<file path="config.mk">
export PLATFORM = sky130hd
export DESIGN_NAME = branch_predictor
export DESIGN_NICKNAME = d
export VERILOG_FILES = /design/src/rtl/branch_predictor.sv
export SDC_FILE = /design/constraint.sdc
export NUM_CORES = 1
export LEC_CHECK = 0
export BUFFER_PORTS_ARGS = -buffer_cell sky130_fd_sc_hd__buf_2
export CAP_MARGIN = 20
export CORE_MARGIN = 8
export CORE_UTILIZATION = 56
export CTS_CLUSTER_DIAMETER = 60
export DETAILED_ROUTE_END_ITERATION = 10
export PLACE_DENSITY = 0.83
export SETUP_SLACK_MARGIN = 0.5
export SKIP_CTS_REPAIR_TIMING = 1
export SLEW_MARGIN = 20
export SYNTH_ARGS = -nofsm -noshare
export SYNTH_HDL_FRONTEND = slang
export SYNTH_SLANG_ARGS = --single-unit
</file>
<file path="constraint.sdc">
create_clock -name clk -period 4.3 [get_ports clk]
set_input_delay 0.43 -clock clk [delete_from_list [all_inputs] [get_ports clk]]
set_output_delay 0.43 -clock clk [all_outputs]
set_load 0.01 [all_outputs]
</file>
<file path="src/rtl/branch_predictor.sv">
// branch_predictor: 2-bit counter direction predictor with execute-stage mispredict redirect and stats
module branch_predictor #(
   parameter int INDEX_BITS = 6,
   parameter int CNT_W      = 16
) (
   input  logic             clk,
   input  logic             rst_n,
   input  logic [31:0]      pc_f,
   input  logic [31:0]      instr_f,
   output logic             pred_taken_f,
   output logic [31:0]      pred_target_f,
   input  logic             valid_e,
   input  logic [6:0]       instr_opcodeE,
   input  logic [31:0]      pc_e,
   input  logic             br_taken,
   input  logic [31:0]      target_e,
   input  logic             pred_taken_e,
   input  logic             stat_clr,
   output logic             flush,
   output logic [31:0]      redirect_pc,
   output logic [CNT_W-1:0] br_cnt,
   output logic [CNT_W-1:0] mispred_cnt
);
   localparam int NENT = 2 ** INDEX_BITS;
   localparam logic [6:0] OP_B    = 7'b1100011;
   localparam logic [6:0] OP_JAL  = 7'b1101111;
   localparam logic [6:0] OP_JALR = 7'b1100111;

   logic [1:0]            ctr_q [NENT];
   logic [1:0]            ctr_d;
   logic [CNT_W-1:0]      br_cnt_q, br_cnt_d, mis_cnt_q, mis_cnt_d;
   logic [INDEX_BITS-1:0] idx_f, idx_e;
   logic [31:0]           imm_b, imm_j;
   logic                  is_b_f, is_jal_f, is_b_e, is_jalr_e, mispredict, train;

   assign idx_f    = pc_f[INDEX_BITS+1:2];
   assign idx_e    = pc_e[INDEX_BITS+1:2];
   assign is_b_f   = instr_f[6:0] == OP_B;
   assign is_jal_f = instr_f[6:0] == OP_JAL;
   assign imm_b    = {{19{instr_f[31]}}, instr_f[31], instr_f[7], instr_f[30:25], instr_f[11:8], 1'b0};
   assign imm_j    = {{11{instr_f[31]}}, instr_f[31], instr_f[19:12], instr_f[20], instr_f[30:21], 1'b0};

   // fetch reads the registered table only, so a same-cycle training write is not bypassed
   assign pred_taken_f  = is_b_f ? ctr_q[idx_f][1] : is_jal_f;
   assign pred_target_f = pc_f + (is_b_f ? imm_b : is_jal_f ? imm_j : 32'd4);

   assign is_b_e      = instr_opcodeE == OP_B;
   assign is_jalr_e   = instr_opcodeE == OP_JALR;
   assign mispredict  = is_b_e ? (br_taken ^ pred_taken_e) : is_jalr_e;
   assign flush       = valid_e & mispredict;
   assign redirect_pc = br_taken ? target_e : pc_e + 32'd4;
   assign train       = valid_e & is_b_e;

   always_comb begin
      ctr_d     = br_taken ? ((ctr_q[idx_e] == 2'b11) ? 2'b11 : ctr_q[idx_e] + 2'd1)
                           : ((ctr_q[idx_e] == 2'b00) ? 2'b00 : ctr_q[idx_e] - 2'd1);
      br_cnt_d  = stat_clr ? '0 : (valid_e & (is_b_e | is_jalr_e) & ~&br_cnt_q) ? br_cnt_q + CNT_W'(1) : br_cnt_q;
      mis_cnt_d = stat_clr ? '0 : (flush & ~&mis_cnt_q) ? mis_cnt_q + CNT_W'(1) : mis_cnt_q;
   end

   always_ff @(posedge clk or negedge rst_n) begin
      if (!rst_n) begin
         for (int i = 0; i < NENT; i++) ctr_q[i] <= 2'b01;
         br_cnt_q  <= '0;
         mis_cnt_q <= '0;
      end else begin
         if (train) ctr_q[idx_e] <= ctr_d;
         br_cnt_q  <= br_cnt_d;
         mis_cnt_q <= mis_cnt_d;
      end
   end

   assign br_cnt      = br_cnt_q;
   assign mispred_cnt = mis_cnt_q;
endmodule

</file>
# After elaboration in Yosys (flattened, before gate mapping)
# Cells that the tools add are included.
word_totals:
  reg_bits: 160
  in_bits: 141
  out_inout_bits: 98
  word_cells: 118
classes:
  add_sub_neg: 6
  magnitude_cmp: 3
  eq_ne: 5
  muxes: 21
  n_bitwise: 9
  n_reduce_logical: 8
op_table:
  columns: ["op", "count"]
  rows:
  - ["bitwise mux 128 bit", 1]
  - ["two-way mux 32 bit", 3]
  - ["two-way mux 16 bit", 4]
  - ["adder 16 x 1 -> 16 bit (second input constant)", 2]
  - ["adder 32 x 3 -> 32 bit (second input constant)", 1]
  - ["adder 32 bit", 1]
  - ["AND reduction 16 bit", 2]
  - ["equality test 7 bit (second input constant)", 4]
  - ["binary-select mux 2 bit (select 6 bit)", 2]
  - ["two-way mux 2 bit", 8]
  - [">= comparator 7 bit (second input constant)", 2]
  - ["inverter 6 -> 7 bit", 2]
  - ["demux 2 bit (select 6 bit)", 1]
  - ["< comparator 7 x 1 -> 1 bit (second input constant)", 1]
  - ["bitwise AND 1 bit", 5]
  - ["nonzero test 2 bit", 2]
  - ["adder 2 x 1 -> 2 bit (second input constant)", 1]
  - ["equality test 2 bit (second input constant)", 1]
  - ["logical NOT 1 bit", 2]
  - ["logical NOT 2 bit", 1]
  - ["two-way mux 1 bit", 2]
  - ["subtractor 2 x 1 -> 2 bit (second input constant)", 1]
  - ["logical AND 1 bit", 1]
  - ["bitwise OR 1 bit", 1]
  - ["bitwise XOR 1 bit", 1]

# Logic depth before layout (Yosys ltp)
# Gate-level depths: netlist of run 1.
depth:
  ltp_word: 8
  ltp_mapped: 14
  depth_no_buf: 13

# Least setup slack after synthesis of run 1
# OpenSTA, ideal clock, no wires.
synth_timing:
  path_type: "input port to output port"
  from: "in instr_f[1]"
  to: "out pred_target_f[31]"
  arrival_time_ns: 3.591
  required_time_ns: 3.870
  path_slack_ns: 0.279
  path_stages: 14
  path_buffers: 2
  cell_sequence: "nand4_1 > nor4_1 > and2_1 > clkbuf_1 > a21o_1 > ha_1 > clkbuf_1 > a21oi_1 > o21ai_1 > a21oi_1 > o21ai_0 > or4_1 > a2111o_1 > nand3_1"
synth_between:
  elab_chain_cells: 4
  word_cells_on_any_way: 5
  classes_between: "1 x add/sub; 2 x eq/ne; 2 x mux"
synth_rtl:
  columns: ["item", "line_no", "text"]
  rows:
  - ["from (decl)", "9", "input logic [31:0] instr_f,"]
  - ["equality test 7 bit", "39", "assign is_jal_f = instr_f[6:0] == OP_JAL;"]
  - ["two-way mux 32 bit", "45", "assign pred_target_f = pc_f + (is_b_f ? imm_b : is_jal_f ? imm_j : 32'd4);"]
  - ["two-way mux 32 bit *", "45", null]
  - ["adder 32 bit *", "45", null]
  - ["to (decl)", "11", "output logic [31:0] pred_target_f,"]
# Every way passes the cells marked *; elsewhere a longest branch is shown, timed or not.

# Final worst setup path of run 1
layout_timing:
  from: "in instr_f[5]"
  to: "out pred_target_f[17]"
# Same word-level chain as after synthesis.

==> results of run 1 <==
metrics by stage:
stage / area [µm²] / worst slack, ns
finish: 13600 / 0.409
global route: 13600 / 0.253
CTS: 13300 / 0.0996
detailed placement: 12700 / 0.114
global placement: 12700 / 0.205
floorplan: 11300 / 0.502
final cells by class:
cell class | instances | area, µm²
Clock buffer | 18 | 450
Clock inverter | 14 | 169
Fill cell | 1524 | 6350
Inverter | 23 | 86.3
Multi-Input combinational cell | 962 | 6930
Sequential cell | 160 | 4080
Tap cell | 270 | 338
Timing Repair Buffer | 277 | 1570
cell families (layout without fill, tap and decap cells):
family          after synthesis  count (layout)  synth area share
buf+inv                      95             332            0.0408
mux                         120             120             0.146
simple gates                437             437             0.187
xor+xnor                     77              77            0.0600
compound gates              292             292             0.162
fa+ha+maj                    36              36            0.0409
flops                       160             160             0.363
cells in the mapped netlist (14+ instances only):
library cell | count | area (µm²)
sky130_fd_sc_hd__a211oi_1 | 14 | 105
sky130_fd_sc_hd__nor2b_1 | 18 | 113
sky130_fd_sc_hd__and3_1 | 18 | 113
sky130_fd_sc_hd__ha_1 | 33 | 413
sky130_fd_sc_hd__a21oi_1 | 48 | 240
sky130_fd_sc_hd__o21ai_0 | 112 | 561
sky130_fd_sc_hd__mux2i_1 | 19 | 190
sky130_fd_sc_hd__clkbuf_1 | 35 | 131
sky130_fd_sc_hd__xor2_1 | 41 | 359
sky130_fd_sc_hd__inv_1 | 23 | 86.3
sky130_fd_sc_hd__nand4_1 | 15 | 93.8
sky130_fd_sc_hd__nor2_1 | 63 | 236
sky130_fd_sc_hd__mux2_2 | 71 | 800
sky130_fd_sc_hd__mux4_2 | 28 | 631
sky130_fd_sc_hd__nand2_1 | 192 | 721
sky130_fd_sc_hd__dfrtp_1 | 96 | 2400
sky130_fd_sc_hd__xnor2_1 | 36 | 315
sky130_fd_sc_hd__nand3_1 | 51 | 255
sky130_fd_sc_hd__buf_2 | 15 | 75.1
sky130_fd_sc_hd__a22oi_1 | 20 | 150
sky130_fd_sc_hd__a21o_1 | 21 | 158
sky130_fd_sc_hd__dfstp_2 | 64 | 1680
critical path: stages:
cell and delay [ns]:
sky130_fd_sc_hd__buf_6 0.07, sky130_fd_sc_hd__nand4_1 0.21, sky130_fd_sc_hd__nor4_4 0.28, sky130_fd_sc_hd__buf_6 0.17, sky130_fd_sc_hd__buf_6 0.11, sky130_fd_sc_hd__a22o_1 0.13
sky130_fd_sc_hd__ha_2 0.21, sky130_fd_sc_hd__inv_2 0.05, sky130_fd_sc_hd__fa_2 0.40, sky130_fd_sc_hd__nor2b_4 0.14, sky130_fd_sc_hd__o2111ai_2 0.17, sky130_fd_sc_hd__a21oi_2 0.19
sky130_fd_sc_hd__buf_4 0.16, sky130_fd_sc_hd__o31ai_4 0.05, sky130_fd_sc_hd__nand4b_1 0.23, sky130_fd_sc_hd__buf_4 0.18, sky130_fd_sc_hd__xor2_2 0.14, sky130_fd_sc_hd__buf_2 0.15
worst min path at each step:
stage               start         endpoint  slack (ns)
2_1_floorplan       rst_n        br_cnt[0]        0.13
3_3_place_gp   ctr_q[107]       ctr_q[107]        0.48
3_5_place_dp   ctr_q[115]       ctr_q[115]        0.49
4_1_cts             rst_n  mispred_cnt[12]        0.13
5_1_grt             rst_n  mispred_cnt[12]        0.14
6_report            rst_n  mispred_cnt[12]        0.07
layer usage:
| metal | up-vias | track usage | wire length [µm] |
|---|---|---|---|
| met4 | 0 | 0.129 | 1590 |
| met5 | - | 0 | 0 |
| met1 | 5178 | 0.321 | 12900 |
| met2 | 667 | 0.469 | 17200 |
| li1 | 4873 | - | - |
| met3 | 150 | 0.0650 | 3820 |
sequential cells by signal, summed over array words and instances, names as in the netlist:
signal	cells
br_cnt	16
ctr_q	128
mispred_cnt	16
placed cells by master, fill, tap and decap left out, types with 28 or more instances in the layout:
cell / netlist / routed
sky130_fd_sc_hd__a21oi_1: 48 / 39
sky130_fd_sc_hd__mux4_2: 28 / 28
sky130_fd_sc_hd__dfrtp_1: 96 / 96
sky130_fd_sc_hd__buf_2: 15 / 232
sky130_fd_sc_hd__mux2_2: 71 / 71
sky130_fd_sc_hd__dfstp_2: 64 / 64
sky130_fd_sc_hd__xor2_1: 41 / 40
sky130_fd_sc_hd__xnor2_1: 36 / 36
sky130_fd_sc_hd__nand3_1: 51 / 50
sky130_fd_sc_hd__ha_1: 33 / 28
sky130_fd_sc_hd__nand2_1: 192 / 192
sky130_fd_sc_hd__o21ai_0: 112 / 107
sky130_fd_sc_hd__nor2_1: 63 / 61
sky130_fd_sc_hd__buf_4: 5 / 34
where the power goes:
part / switching, W / internal, W
clock: 0.000691 / 0.000913
combinational: 0.000319 / 0.000193
sequential: 0.00000177 / 0.00151
==> impl_metrics.toml, run 1 <==
[outcome]
status = "complete, no violations"

[synth]
syn_nets = 1392
synth-edff-count = 0
synth-warning-count = 0
ys.flop_type = "sky130_fd_sc_hd__dfrtp_1"
syn_area_mm2 = 0.0112
syn_area_per_cell_um2 = 9.24
postSynthCellCount = 1217
ys_seq_elements = 160
synthArstFlopShare = 1.00
synth_cell_types = 73
yosysSeqAreaShare = 0.363

[place]
post-place-cells = 1681
io_buffer_count = 236
dpl.hpwl_um = 25800
finalWeightedCongestion = 0.983

[power]
ir_worst_vdd_mv = 0.285
total_power_w = 0.00363
power_density_mw_per_mm2 = 266
leak_pwr_nw = 6.19

[job]
max_cap_viol_count = 0

[layout]
n_antenna_cell = 0
layout.nets = 1616
layout-area-overhead-vs-synth_pct = 21.1
final_cell_count_no_fill = 1724
layout.core_utilization = 0.682
drive_gt1_frac = 0.362

[routing]
drt-pass1-iter-count = 5
drt.antenna.violating_nets = 0
wl_per_cell_um = 20.6
drcViolationCount = 0
detail_route.iter0.violations = 1014
total_via_count_in_the_routed_design = 10900
finalWirelength_um = 35500
routed_via_density = 6.30

[global_route]
grt_max_degree = 101
grt_first_pass_wirelength_um = 54100
initial_antenna_violation_count = 0
grt_pass1_vias = 10700
groute.usage.overall = 0.274
overflow = 0

[setup_path]
arrival_ns = 3.46
crit_path_max_fanout = 5
r2r-start = "ctr_q[55]"
end_kind = "output port"
critical_path_launch_point = "instr_f[5]"
worst_r2r_path_depth = 8
start_kind = "primary input"
critical_path_required_ns = 3.87
timing.setup.critical_path_class = "primary input to output port"
critical_path.reg2reg.endpoint = "ctr_q[4]"
r2r_slack_ns = 1.40
crit_end = "pred_target_f[17]"

[timing]
report.final.setup_viol = 0
finalMaxSlewViolations = 0
relSlewSlack = 0.288
hold_violations = 0
timing.final.crit_share = 0.905
tightestPinTransition_ns = 1.06
achievable-frequency_mhz = 257
timing.hold.ws_ns = 0.0693
finalCriticalPeriod_ns = 3.89
totalNegativeSetupSlack_ns = 0
final.setup_skew_ns = 0.00874
grt_setup_unrepaired = "true"

[clock_tree]
clk_latency_ns = 0.44
h-tree-depth = 4
cts_tree = "built"
clock_path_buffers = 2
clock-root-buffer = "sky130_fd_sc_hd__clkbuf_16"
cts.sinks = 160
cts.clk_slew.worst_paths_ns = 0.06
num_cts_buffers = 17

[floorplanning]
die_height_um = 158
boundary_pins = 239
floorplan.die_area_mm2 = 0.0249
rows = 52
start_util = 0.563
fp.dieW_um = 158
core_region_area_mm2 = 0.0200

[min_path]
holdCritPathClass = "primary input to async pin"
No activity file was read; power rests on OpenSTA's default activity.
==> run 2, diff against run 1 <==
CTS_BUF_LIST = sky130_fd_sc_hd__clkbuf_16   (was unset)
REMOVE_ABC_BUFFERS = 1   (was unset)
==> run 2 against run 1 <==
Net effect: power down 3.4%; non-clock buffer count rose by 9; clock-buffer cell count down 1; clock power shrank 8%; wire length decreased by 2.4%; largest cell class unchanged; sequential share of layout area decreased by 0.16 points; global-route usage shrank 0.64 points; register-to-register slack got worse by 0.02 ns; setup slack worse by 0.059 ns; design area is 0.52% higher.
==> impl_metrics.toml, run 2 (synthesis gave the netlist of run 1 again) <==
[place]
dpl.hpwl_um = 24500
finalWeightedCongestion = 0.978
io_buffer_count = 236

[min_path]
holdCritPathClass = "primary input to async pin"

[power]
leak_pwr_nw = 6.21
total_power_w = 0.00350
ir_worst_vdd_mv = 0.298
power_density_mw_per_mm2 = 256

[timing]
grt_setup_unrepaired = "true"
report.final.setup_viol = 0
finalCriticalPeriod_ns = 3.95
tightestPinTransition_ns = 1.01
relSlewSlack = 0.326
timing.hold.ws_ns = 0.118
timing.final.crit_share = 0.919
hold_violations = 0
achievable-frequency_mhz = 253
totalNegativeSetupSlack_ns = 0
finalMaxSlewViolations = 0
final.setup_skew_ns = 0.00916

[routing]
drt-pass1-iter-count = 5
routed_via_density = 6.15
routed.top_layer = "met4"
met2WireLength_um = 16300
wl_per_cell_um = 20.0
total_via_count_in_the_routed_design = 10700
finalWirelength_um = 34600
drcViolationCount = 0
detail_route.iter0.violations = 927
met1_wire_length_um = 13400
drt.antenna.violating_nets = 0
wl_met3_um = 3680

[job]
max_cap_viol_count = 0

[layout]
area.sequential_mm2 = 0.00408
registers.top_by_ff_count = "ctr_q"
fillCellCount = 1537
layout-area-overhead-vs-synth_pct = 21.8
multi_input_comb_area_mm2 = 0.00701
layout.cells.most_common = "sky130_fd_sc_hd__buf_2"
largest_reg_flops = 128
drive_gt1_frac = 0.371
layout_common_cells = "sky130_fd_sc_hd__buf_2 (232), sky130_fd_sc_hd__nand2_1 (190), sky130_fd_sc_hd__o21ai_0 (106)"
layout.nets = 1625
layout.core_utilization = 0.686

[floorplanning]
fp.dieW_um = 158
core_region_area_mm2 = 0.0200
rows = 52
start_util = 0.563
floorplan.die_area_mm2 = 0.0249
die_height_um = 158
boundary_pins = 239

[setup_path]
critical_path.slowest_cell = "sky130_fd_sc_hd__or4_4"
worst_r2r_path_depth = 7
arrival_ns = 3.52
timing.setup.critical_path_class = "primary input to output port"
critical_path_required_ns = 3.87
critical_path_launch_point = "instr_f[0]"
r2r-start = "ctr_q[55]"
crit_path_max_fanout = 7
cp_slowest_stage_delay_ns = 0.44
path_cells = "buf_6 > nand4_1 > nor4_2 > buf_4 > buf_6 > nor2_4 > nor2b_4 > ha_4 > a21o_1 > a21oi_2 > a21oi_2 > o211a_1 > or4_4 > a2111o_1 > nand3_1 > buf_2"
end_kind = "output port"
start_kind = "primary input"

[clock_tree]
clock_path_buffers = 2
cts.clk_slew.worst_paths_ns = 0.06
cts.sinks = 160
clk_latency_ns = 0.44
num_cts_buffers = 17
cts_tree = "built"
h-tree-depth = 4
clock-root-buffer = "sky130_fd_sc_hd__clkbuf_16"

[global_route]
initial_antenna_violation_count = 1
groute.usage.overall = 0.268
grt_first_pass_wirelength_um = 52900
grt_max_degree = 111
overflow = 0
grt_pass1_vias = 10400

[outcome]
status = "complete, no violations"
run 2: layer usage:
layer,vias to the layer above,GRT usage
met3,101,0.0631
met2,570,0.435
li1,4885,-
met1,5102,0.337
met4,0,0.113
met5,-,0
run 2: cell type report:
cell class,count,area share
timing repair buffer,286,0.117
clock inverter,15,0.0110
antenna,1,0.000183
clock buffer,17,0.0311
tap,270,0.0247
sequential,160,0.298
inverter,23,0.00630
multi-input combinational,962,0.512
run 2: through the flow:
step / instance area, µm² / instances / setup slack, ns
after floorplan: 10900 / 1145 / 0.133
after global placement: 12700 / 1690 / 0.241
after detailed placement: 12700 / 1690 / 0.151
after CTS: 13300 / 1722 / 0.150
after global routing: 13700 / 1734 / 0.212
final: 13700 / 1734 / 0.350
run 2: worst max-delay path, delay by kind of cell:
family | cells | cell delay, ns
buf+inv | 4 | 0.50
compound gates | 5 | 1.17
fa+ha+maj | 1 | 0.23
simple gates | 6 | 1.21
run 2: power by group:
part / internal (W) / switching (W)
Combinational: 0.000195 / 0.000314
Clock: 0.000816 / 0.000666
Sequential: 0.00151 / 0.00000176
Total: 0.00252 / 0.000982
run 2: worst paths after layout:
check / endpoint / slack [ns]
setup reg to reg: ctr_q[68] / 1.38
min in group clk: mispred_cnt[4] / 0.48
hold reg to reg: ctr_q[65] / 0.50
setup / recovery: pred_target_f[31] / 0.35
max in group asynchronous: ctr_q[110] / 3.18
hold / removal: br_cnt[8] / 0.12
==> run 3, diff against run 2 <==
CORE_UTILIZATION = 45   (was 56)
PLACE_DENSITY = 0.69   (was 0.83)
==> run 3 against run 2 <==
Net effect: register-to-register slack worse by 0.03 ns; sequential share of layout area is 0.11 points lower; fmax grew 1.0%; critical path type unchanged; cell count rose by 3.1%; first-iteration DRC count shrank 6.5%; hold slack worse by 0.036 ns; combinational power about the same.
==> impl_metrics.toml, run 3 (synthesis gave the netlist of run 1 again) <==
[layout]
largest_reg_flops = 128
registers.top_by_ff_count = "ctr_q"
layout.nets = 1620
n_antenna_cell = 0
final_cell_count_no_fill = 1788
drive_gt1_frac = 0.362
area.sequential_mm2 = 0.00408
layout_common_cells = "sky130_fd_sc_hd__buf_2 (232), sky130_fd_sc_hd__nand2_1 (192), sky130_fd_sc_hd__o21ai_0 (107)"
layout.cells.most_common = "sky130_fd_sc_hd__buf_2"
layout-area-overhead-vs-synth_pct = 22.2
fillCellCount = 2232
multi_input_comb_area_mm2 = 0.00699

[global_route]
overflow = 0
grt_pass1_vias = 10200
groute.usage.overall = 0.219
grt_first_pass_wirelength_um = 54000
initial_antenna_violation_count = 0
grt_max_degree = 96

[clock_tree]
clk_latency_ns = 0.43
cts.clk_slew.worst_paths_ns = 0.06
h-tree-depth = 4
clock-root-buffer = "sky130_fd_sc_hd__clkbuf_16"
cts_tree = "built"
num_cts_buffers = 17
clock_path_buffers = 2
cts.sinks = 160

[routing]
detail_route.iter0.violations = 867
drcViolationCount = 0
wl_per_cell_um = 19.6
drt.antenna.violating_nets = 0
drt-pass1-iter-count = 5
routed_via_density = 5.84
total_via_count_in_the_routed_design = 10400
finalWirelength_um = 35100

[power]
ir_worst_vdd_mv = 0.273
power_density_mw_per_mm2 = 261
leak_pwr_nw = 6.22
total_power_w = 0.00359

[timing]
hold_violations = 0
relSlewSlack = 0.310
grt_setup_unrepaired = "true"
finalMaxSlewViolations = 0
tightestPinTransition_ns = 1.03
finalCriticalPeriod_ns = 3.91
report.final.setup_viol = 0
final.setup_skew_ns = 0.00978
totalNegativeSetupSlack_ns = 0
achievable-frequency_mhz = 256
timing.hold.ws_ns = 0.0828
timing.final.crit_share = 0.909

[setup_path]
timing.setup.critical_path_class = "primary input to output port"
worst_r2r_path_depth = 7
critical_path_required_ns = 3.87
r2r-start = "ctr_q[98]"
start_kind = "primary input"
arrival_ns = 3.48
end_kind = "output port"
crit_path_max_fanout = 7
critical_path.reg2reg.endpoint = "ctr_q[113]"
r2r_slack_ns = 1.35

[floorplanning]
rows = 58
core_region_area_mm2 = 0.0249
start_util = 0.452
floorplan.die_area_mm2 = 0.0303
fp.dieW_um = 174
boundary_pins = 239
die_height_um = 174

[min_path]
holdCritPathClass = "primary input to async pin"

[job]
max_cap_viol_count = 0

[place]
post-place-cells = 1741
finalWeightedCongestion = 0.938
io_buffer_count = 236
dpl.hpwl_um = 25100

[outcome]
status = "complete, no violations"
## run 3: cell types whose count changed in the layout (fill, tap and decap cells not counted), moves of 3 or more
| cell | before | now |
|---|---|---|
| sky130_fd_sc_hd__buf_4 | 47 | 42 |
| sky130_fd_sc_hd__inv_6 | 5 | 0 |
| sky130_fd_sc_hd__a21oi_2 | 10 | 7 |
| sky130_fd_sc_hd__a21oi_4 | 0 | 3 |
| sky130_fd_sc_hd__bufinv_16 | 1 | 4 |
| sky130_fd_sc_hd__clkinv_1 | 0 | 3 |
| sky130_fd_sc_hd__clkinv_2 | 1 | 4 |
| sky130_fd_sc_hd__ha_1 | 22 | 25 |
| sky130_fd_sc_hd__inv_8 | 3 | 0 |
## run 3: final cells by class
class                      count  share of cell area
timing repair buffer         281               0.114
clock buffer                  17              0.0309
inverter                      23             0.00646
multi-input combinational    962               0.509
clock inverter                15              0.0128
tap                          330              0.0300
sequential                   160               0.297
## run 3: how the worst max path moves through the flow
stage               startpoint                 to  cells after the start
floorplan           instr_f[1]  pred_target_f[31]                     12
global placement    instr_f[1]  pred_target_f[31]                     14
detailed placement  instr_f[5]  pred_target_f[30]                     14
CTS                 instr_f[5]  pred_target_f[30]                     14
global route        instr_f[5]  pred_target_f[26]                     15
finish              instr_f[5]  pred_target_f[31]                     15
## run 3: layer usage
metal,part of all wire,global-route usage
met1,0.42,0.281
met2,0.46,0.348
met3,0.089,0.0623
met4,0.029,0.0752
met5,0,0
## run 3: power by group
group          internal (W)  leakage, nW  switching [W]
clock              0.000957        0.305       0.000603
combinational      0.000191         3.92       0.000320
sequential          0.00151         2.00     0.00000170
total               0.00266         6.22       0.000924
## run 3: metrics by stage
step / instance area (µm²) / worst slack, ns / utilization
final: 13700 / 0.390 / 0.552
after global placement: 12700 / 0.169 / 0.511
after detailed placement: 12700 / 0.0894 / 0.511
after CTS: 13300 / 0.0875 / 0.535
after floorplan: 10900 / 0.133 / -
after global routing: 13700 / 0.210 / 0.552
## run 3: worst max-delay path: stages
cell,delay (ns)
sky130_fd_sc_hd__buf_6,0.07
sky130_fd_sc_hd__nand4_1,0.21
sky130_fd_sc_hd__nor4_2,0.33
sky130_fd_sc_hd__buf_4,0.21
sky130_fd_sc_hd__buf_6,0.11
sky130_fd_sc_hd__a22o_1,0.18
sky130_fd_sc_hd__ha_4,0.23
sky130_fd_sc_hd__nor2b_4,0.14
sky130_fd_sc_hd__o2111ai_4,0.21
sky130_fd_sc_hd__a21oi_2,0.09
sky130_fd_sc_hd__o211a_1,0.23
sky130_fd_sc_hd__or4_4,0.42
sky130_fd_sc_hd__a2111o_1,0.42
sky130_fd_sc_hd__nand3_1,0.07
sky130_fd_sc_hd__buf_2,0.13
